### config.mk
export PLATFORM = sky130hd
export DESIGN_NAME = fifo_write_scheduler
export DESIGN_NICKNAME = d
export VERILOG_FILES = /design/src/rtl/fifo_write_scheduler.sv
export SDC_FILE = /design/constraint.sdc
export NUM_CORES = 1
export LEC_CHECK = 0
export BUFFER_PORTS_ARGS = -buffer_cell sky130_fd_sc_hd__buf_2
export CAP_MARGIN = 5
export CORE_MARGIN = 2
export CORE_UTILIZATION = 50
export DETAILED_ROUTE_END_ITERATION = 12
export PLACE_DENSITY = 0.8
export SYNTH_ARGS = -nofsm -noshare
export SYNTH_HDL_FRONTEND = slang
export SYNTH_SLANG_ARGS = --single-unit
### constraint.sdc
create_clock -name i_clk -period 6 [get_ports i_clk]
set_input_delay 0.6 -clock i_clk [delete_from_list [all_inputs] [get_ports i_clk]]
set_output_delay 0.6 -clock i_clk [all_outputs]
set_load 0.01 [all_outputs]
### src/rtl/fifo_write_scheduler.sv
// Round-robin scheduler sharing one FIFO write port among NUM_WRITERS writers
// over the req/busy handshake, with full backpressure and a saturating stall count.
module fifo_write_scheduler #(
   parameter int unsigned NUM_WRITERS = 4,
   parameter int unsigned DATA_WIDTH  = 8
) (
   input  logic                               i_clk,
   input  logic                               i_reset_n,
   input  logic [NUM_WRITERS*DATA_WIDTH-1:0]  i_data,
   input  logic [NUM_WRITERS-1:0]             i_req,
   output logic [NUM_WRITERS-1:0]             o_busy,
   input  logic                               i_full,
   output logic [DATA_WIDTH-1:0]              o_data,
   output logic                               o_we,
   output logic [$clog2(NUM_WRITERS)-1:0]     o_last_grant,
   output logic [15:0]                        o_stall_cnt
);

   localparam int unsigned IDX_W = $clog2(NUM_WRITERS);
   localparam logic [IDX_W:0]   NW   = (IDX_W+1)'(NUM_WRITERS);
   localparam logic [IDX_W-1:0] LAST = IDX_W'(NUM_WRITERS - 1);

   typedef enum logic {IDLE, GRANT} state_t;

   state_t                  state, state_nx;
   logic [IDX_W-1:0]        ptr, ptr_nx;
   logic [NUM_WRITERS-1:0]  busy_nx;
   logic [DATA_WIDTH-1:0]   data_nx;
   logic                    we_nx;
   logic [IDX_W-1:0]        last_nx;
   logic [15:0]             stall_nx;

   logic                    found;
   logic [IDX_W-1:0]        win;
   logic [IDX_W:0]          cand;
   logic [DATA_WIDTH-1:0]   win_data;

   // Search starts at ptr; the extra index bit lets the wrap work for any count.
   always_comb begin
      found = 1'b0;
      win   = '0;
      cand  = '0;
      for (int unsigned i = 0; i < NUM_WRITERS; i++) begin
         cand = {1'b0, ptr} + (IDX_W+1)'(i);
         if (cand >= NW) cand = cand - NW;
         if (!found && i_req[cand[IDX_W-1:0]]) begin
            found = 1'b1;
            win   = cand[IDX_W-1:0];
         end
      end
   end

   always_comb begin
      win_data = '0;
      for (int unsigned k = 0; k < NUM_WRITERS; k++) begin
         if (win == IDX_W'(k)) win_data = i_data[k*DATA_WIDTH +: DATA_WIDTH];
      end
   end

   always_comb begin
      state_nx = state;
      ptr_nx   = ptr;
      busy_nx  = '1;
      data_nx  = o_data;
      we_nx    = 1'b0;
      last_nx  = o_last_grant;
      stall_nx = o_stall_cnt;
      case (state)
         IDLE: begin
            if (found && !i_full) begin
               for (int unsigned k = 0; k < NUM_WRITERS; k++) begin
                  busy_nx[k] = (win != IDX_W'(k));
               end
               data_nx  = win_data;
               we_nx    = 1'b1;
               last_nx  = win;
               ptr_nx   = (win == LAST) ? '0 : win + 1'b1;
               state_nx = GRANT;
            end else if (found && (o_stall_cnt != '1)) begin
               stall_nx = o_stall_cnt + 16'd1;
            end
         end
         GRANT: begin
            state_nx = IDLE;
         end
         default: begin
            state_nx = IDLE;
         end
      endcase
   end

   always_ff @(posedge i_clk) begin
      if (!i_reset_n) begin
         state        <= IDLE;
         ptr          <= '0;
         o_busy       <= '1;
         o_data       <= '0;
         o_we         <= 1'b0;
         o_last_grant <= '0;
         o_stall_cnt  <= '0;
      end else begin
         state        <= state_nx;
         ptr          <= ptr_nx;
         o_busy       <= busy_nx;
         o_data       <= data_nx;
         o_we         <= we_nx;
         o_last_grant <= last_nx;
         o_stall_cnt  <= stall_nx;
      end
   end

endmodule

# After elaboration in Yosys (flattened, before gate mapping)
# Cells that the tools add are included.
[word_totals]
in_bits = 39
output_inout_bits = 31
regBits = 34
[classes]
n_eq_ne = 7
muxes = 27
n_lt_le_gt_ge = 8
add_sub_neg = 9
n_reduce_logical = 15
bitwise = 3
[op_table]
columns = ["operator", "count"]
rows = [
  ["two-way mux 8 bit", 4],
  ["two-way mux 2 bit", 9],
  ["adder 16 x 1 -> 16 bit, second input constant", 1],
  ["!= test 16 bit, second input constant", 1],
  ["< comparator 2 x 3 -> 1 bit, second input constant", 4],
  ["greater-or-equal comparator 3 bit, second input constant", 3],
  ["two-way mux 1 bit", 9],
  ["binary-select mux 1 bit (select 2 bit)", 4],
  ["subtractor 2 x 1 -> 2 bit, second input constant", 4],
  ["adder 2 x 2 -> 3 bit, second input constant", 2],
  ["logical AND 1 bit", 5],
  ["equality test 2 bit, second input constant", 2],
  ["logical NOT 1 bit", 4],
  ["!= test 2 bit, second input constant", 2],
  ["adder 2 x 1 -> 3 bit, second input constant", 1],
  ["greater-or-equal comparator 2 x 3 -> 1 bit, second input constant", 1],
  ["NOT 1 bit", 3],
  ["AND reduction 3 bit", 1],
  ["OR reduction 3 bit", 1],
  ["adder 2 x 1 -> 2 bit, second input constant", 1],
  ["equality test 2 x 1 -> 1 bit, second input constant", 1],
  ["logical NOT 2 bit", 1],
  ["!= test 2 x 1 -> 1 bit, second input constant", 1],
  ["one-hot mux 1 bit (2 select lines)", 1],
  ["3 further kinds", 3],
]

# Depth between registers and ports, before layout
[logic_depth]
ltp_word = 19
mapped_depth = 10
ltp_nobuf = 9

# Worst setup path after synthesis
# No wires, ideal clock.
[synth_timing]
path_type = "input-to-reg"
start = "in i_req[0]"
end = "reg o_data[6]"
required_ns = 5.930
path_stages = 9
path_buffers = 2
arrival_ns = 2.422
slack_ns = 3.508
setup_time_ns = 0.070
cell_sequence = "or4_1 -> buf_2 -> and2_1 -> ha_1 -> clkbuf_1 -> nand3b_1 -> a311oi_1 -> a21oi_1 -> a21oi_1"
[synth_between]
elab_chain_len = 17
word_cells_on_any_way = 32
classes_between = "eq/ne (3); mux (20); reduce/logical (9)"
[synth_rtl]
columns = ["element", "line", "rtl"]
rows = [
  ["start: declaration", "10", "input logic [NUM_WRITERS-1:0] i_req,"],
  ["binary-select mux 1 bit (select 2 bit)", "46", "if (!found && i_req[cand[IDX_W-1:0]]) begin"],
  ["two-way mux 1 bit (not written as such)", "46", ""],
  ["two-way mux 1 bit", "46", ""],
  ["logical NOT 1 bit", "46", ""],
  ["logical AND 1 bit", "46", ""],
  ["two-way mux 1 bit", "46", ""],
  ["logical NOT 1 bit", "46", ""],
  ["logical AND 1 bit", "46", ""],
  ["two-way mux 1 bit", "46", ""],
  ["logical NOT 1 bit", "46", ""],
  ["logical AND 1 bit", "46", ""],
  ["two-way mux 2 bit *", "46", ""],
  ["net win[0]", "34", "logic [IDX_W-1:0] win;"],
  ["logical NOT 2 bit", "56", "if (win == IDX_W'(k)) win_data = i_data[k*DATA_WIDTH +: DATA_WIDTH];"],
  ["two-way mux 8 bit (3 in series)", "56", ""],
  ["two-way mux 8 bit *", "56", ""],
  ["end signal: assignment", "105", "o_data <= data_nx;"],
  ["end: declaration", "13", "output logic [DATA_WIDTH-1:0] o_data,"],
]
# Mark *: on every way through the listed nets, which the timed path passes. The rest lies on a longest branch. The select of a mux whose other input is x is not followed.
# A chain may end at the register's enable or synchronous reset.

# Final worst setup path
[layout_timing]
start = "in i_req[0]"
end = "reg o_data[7]"
# The elaborated chain is that of the path after synthesis.

==> out/metrics.csv <==
metric,value,unit
Worst Skew,0.00579,ns
GRT Util Overall,22.5,%
mean area per synthesized cell,8.51,µm²
max layer used,met4,
Worst R2R Path Depth,9,
WP data arrival,3.05,ns
Final GP Congestion,0.895,
dpl cell area,0.00216,mm²
I/O pin count,70,
max_cap viols,0,
fmax,0.359,GHz
layout cells sized above 1,30.2,%
Hold Crit Depth,2,
worst vdd ir,0.000137,V
Worst Setup Slack post-DPL,2.91,ns
Reg-to-Reg Start,ptr[0],
vias in the first global route,1601,
final net count,321,
largest net degree at the start of global routing,26,
"Slowest-stage cell, CP",or4_1,
"Period Utilization, post-route",46.4,%
worst setup slack after layout,3.22,ns
Seq pwr share,51.1,%
count of cell types in the netlist,46,
crit path launch,i_req[0],
Layout Cells excl Fill,324,
wire per inst,13.0,µm
crit-path cells,buf_2 > or4_1 > and2_1 > ha_1 > nor2b_1 > a221oi_1 > o31a_1 > a21oi_1,
cell type with the largest total area after synthesis,dfxtp_1,
ys async rst share,0,%
P_leak,0.941,nW
Final ANT Viol Nets,0,
post-CTS setup buffer count,0,
CP Launch Type,input pin,
fin area,0.00221,mm²
Core ar.,0.00339,mm²
post-layout util,65.1,%
CP Capture Type,flip-flop,
met1 wire length,1980,µm
die boundary width,63.8,µm
r2r setup slk,3.55,ns
CTS H-tree lvls,2,
router iterations before antenna repair,4,
DP Cell Count,316,
Clock Power Share,24.8,%
I/O Buffers,69,
synth top area cells,"dfxtp_1 (37%), a21oi_1 (5.6%), nand2_1 (5.5%), ha_1 (3.5%), a221oi_1 (3.4%)",
Slew Limit Fails,0,
Starting Density,52.7,%
Tightest Pin Transition,0.603,ns
min Tclk post-route,2.78,ns
switching pwr,0.000138,W
RSZ-0062 raised after global routing,no,
WL met2,1930,µm
Logic pwr share,24.1,%
Post-CTS Resized,0,
Worst EP required,6.26,ns
Synth Flop Type,dfxtp_1,
Congestion Overflow GR,0,
routed wire length,4220,µm
Worst Setup Path Type,input pin to flip-flop,
yosys warns,0,
Crit Path Max Fanout,11,
first-pass GRT wire length,7280,µm
CTS Sinks,33,
CTS tree,built,
Synth top area share,37.0,%
Internal,0.000329,W
Area growth syn-to-layout,23.5,%
"slowest stage delay, CP",0.70,ns
total CTS buffers,5,
Crit. path cell count,8,
DR DRC count,0,
HP Start,o_last_grant[1],
Met3 Routed Length,265,µm
status,"complete, no violations",
Worst-path clk slew,0.10,ns
Seq cells post-synth,33,
fillcell total,314,
syn_nets,254,
Switching Fraction,29.6,%
initial antenna violation count,0,
Clock Path Buffers,2,
Critical path buffers and inverters,1,
Die Y,63.8,µm
Final Hold Fails,0,
CTS root buffer,clkbuf_4,
die area,0.00407,mm²
Mapped Area,0.00179,mm²
r2r endpoint,o_data[7],
Setup Viol. Count Final,0,
total number of vias,1862,
row cnt,21,
worst min path class,flip-flop to flip-flop,
Slew HR,59.8,%
Crit path max-delay family,simple AND/OR/NAND/NOR gates,
DPL Wire Length,3110,µm
iteration-0 DRC count of the detailed router,77,
cts-stage hold buffer count,0,
list of most frequent post-synthesis cells,"dfxtp_1 (33), nand2_1 (26), a21oi_1 (20), o21ai_0 (11), nor2_1 (10)",
setup_tns,0,ns
ANT cells,0,
most frequent cell after synthesis,dfxtp_1,
Mapped Cells,210,
Hold Path Sink,o_last_grant[1],
vias per cell,5.75,
sequential area share after synthesis,37.0,%
clock latency on the worst-skew pair,0.32,ns
Power Density,212,mW/mm²
Post-synth EDFFs,0,
==> worst register-to-register path, cell delays in order (launching register included) <==
cell	delay (ns)
dfxtp_1	0.38
inv_1	0.08
nor3_1	0.30
a211oi_1	0.10
and2_1	0.17
ha_1	0.33
nor2b_1	0.49
a221oi_1	0.15
o31a_1	0.27
a21oi_1	0.13
==> per-layer routing <==
| metal | GRT usage, % | up-vias |
|---|---|---|
| met1 | 31.0 | 866 |
| met2 | 34.0 | 61 |
| met4 | 6.52 | 0 |
| met3 | 6.69 | 6 |
| li1 | - | 929 |
| met5 | 0 | - |
==> cell usage in the layout (no fill, tap or decap), drive strengths merged, types with 2 or more instances in the layout <==
master | synthesis | routed
a21oi | 21 | 21
nor2b | 3 | 3
nor3 | 3 | 3
dfxtp | 33 | 33
inv | 8 | 8
or4 | 5 | 5
o41ai | 2 | 2
o21ai | 11 | 11
nand3 | 9 | 9
nand2b | 6 | 6
nor4 | 4 | 4
nand2 | 26 | 26
nand4 | 3 | 3
o21a | 2 | 2
o31a | 7 | 7
a221oi | 7 | 7
a311oi | 2 | 2
and2 | 3 | 3
clkbuf | 7 | 8
o22ai | 2 | 2
nor2 | 10 | 10
buf | 3 | 70
or3 | 3 | 3
o31ai | 5 | 5
mux2i | 5 | 5
o311ai | 2 | 2
ha | 5 | 5
a211oi | 3 | 3
and4 | 2 | 2
==> per-stage QoR <==
step / hold slack, ns / total power [W]
after global routing: 0.522 / 0.000497
after detailed placement: 0.476 / 0.000355
after floorplan: 0.495 / 0.000318
after CTS: 0.489 / 0.000470
final: 0.489 / 0.000467
after global placement: 0.470 / 0.000354
==> sequential cells by signal, summed over array words and instances, names as in the netlist <==
name          cells
o_busy            4
o_data            8
o_last_grant      2
o_stall_cnt      16
o_we              1
ptr               2
==> cells by family after synthesis <==
family / Yosys count / synth area share, %
AO/OA/AOI/OAI: 69 / 26.6
adder cells (fa/ha/maj): 5 / 3.50
buffers and inverters: 18 / 3.92
flip-flops: 33 / 37.0
multiplexers: 5 / 2.80
AND/OR/NAND/NOR: 80 / 26.2
==> power by group through the flow <==
stage | registers, W | logic [W] | clock network [W]
6_report | 0.000239 | 0.000112 | 0.000116
5_1_grt | 0.000240 | 0.000126 | 0.000131
4_1_cts | 0.000238 | 0.000112 | 0.000120
3_5_place_dp | 0.000243 | 0.000112 | 0
3_3_place_gp | 0.000243 | 0.000111 | 0
2_1_floorplan | 0.000247 | 0.0000708 | 0
==> final cells by class <==
type / count / area, µm² / area share, %
Inverter: 8 / 30.0 / 1.36
Multi-Input combinational cell: 159 / 1060 / 47.9
Timing Repair Buffer: 70 / 353 / 16.0
Clock buffer: 8 / 48.8 / 2.21
Sequential cell: 33 / 661 / 29.9
Tap cell: 46 / 57.6 / 2.61
==> worst max-delay path by stage <==
stage                     end
floorplan           o_data[6]
global placement    o_data[2]
detailed placement  o_data[3]
CTS                 o_data[2]
global route        o_data[0]
finish              o_data[7]
(Power assumes the default switching activity.)
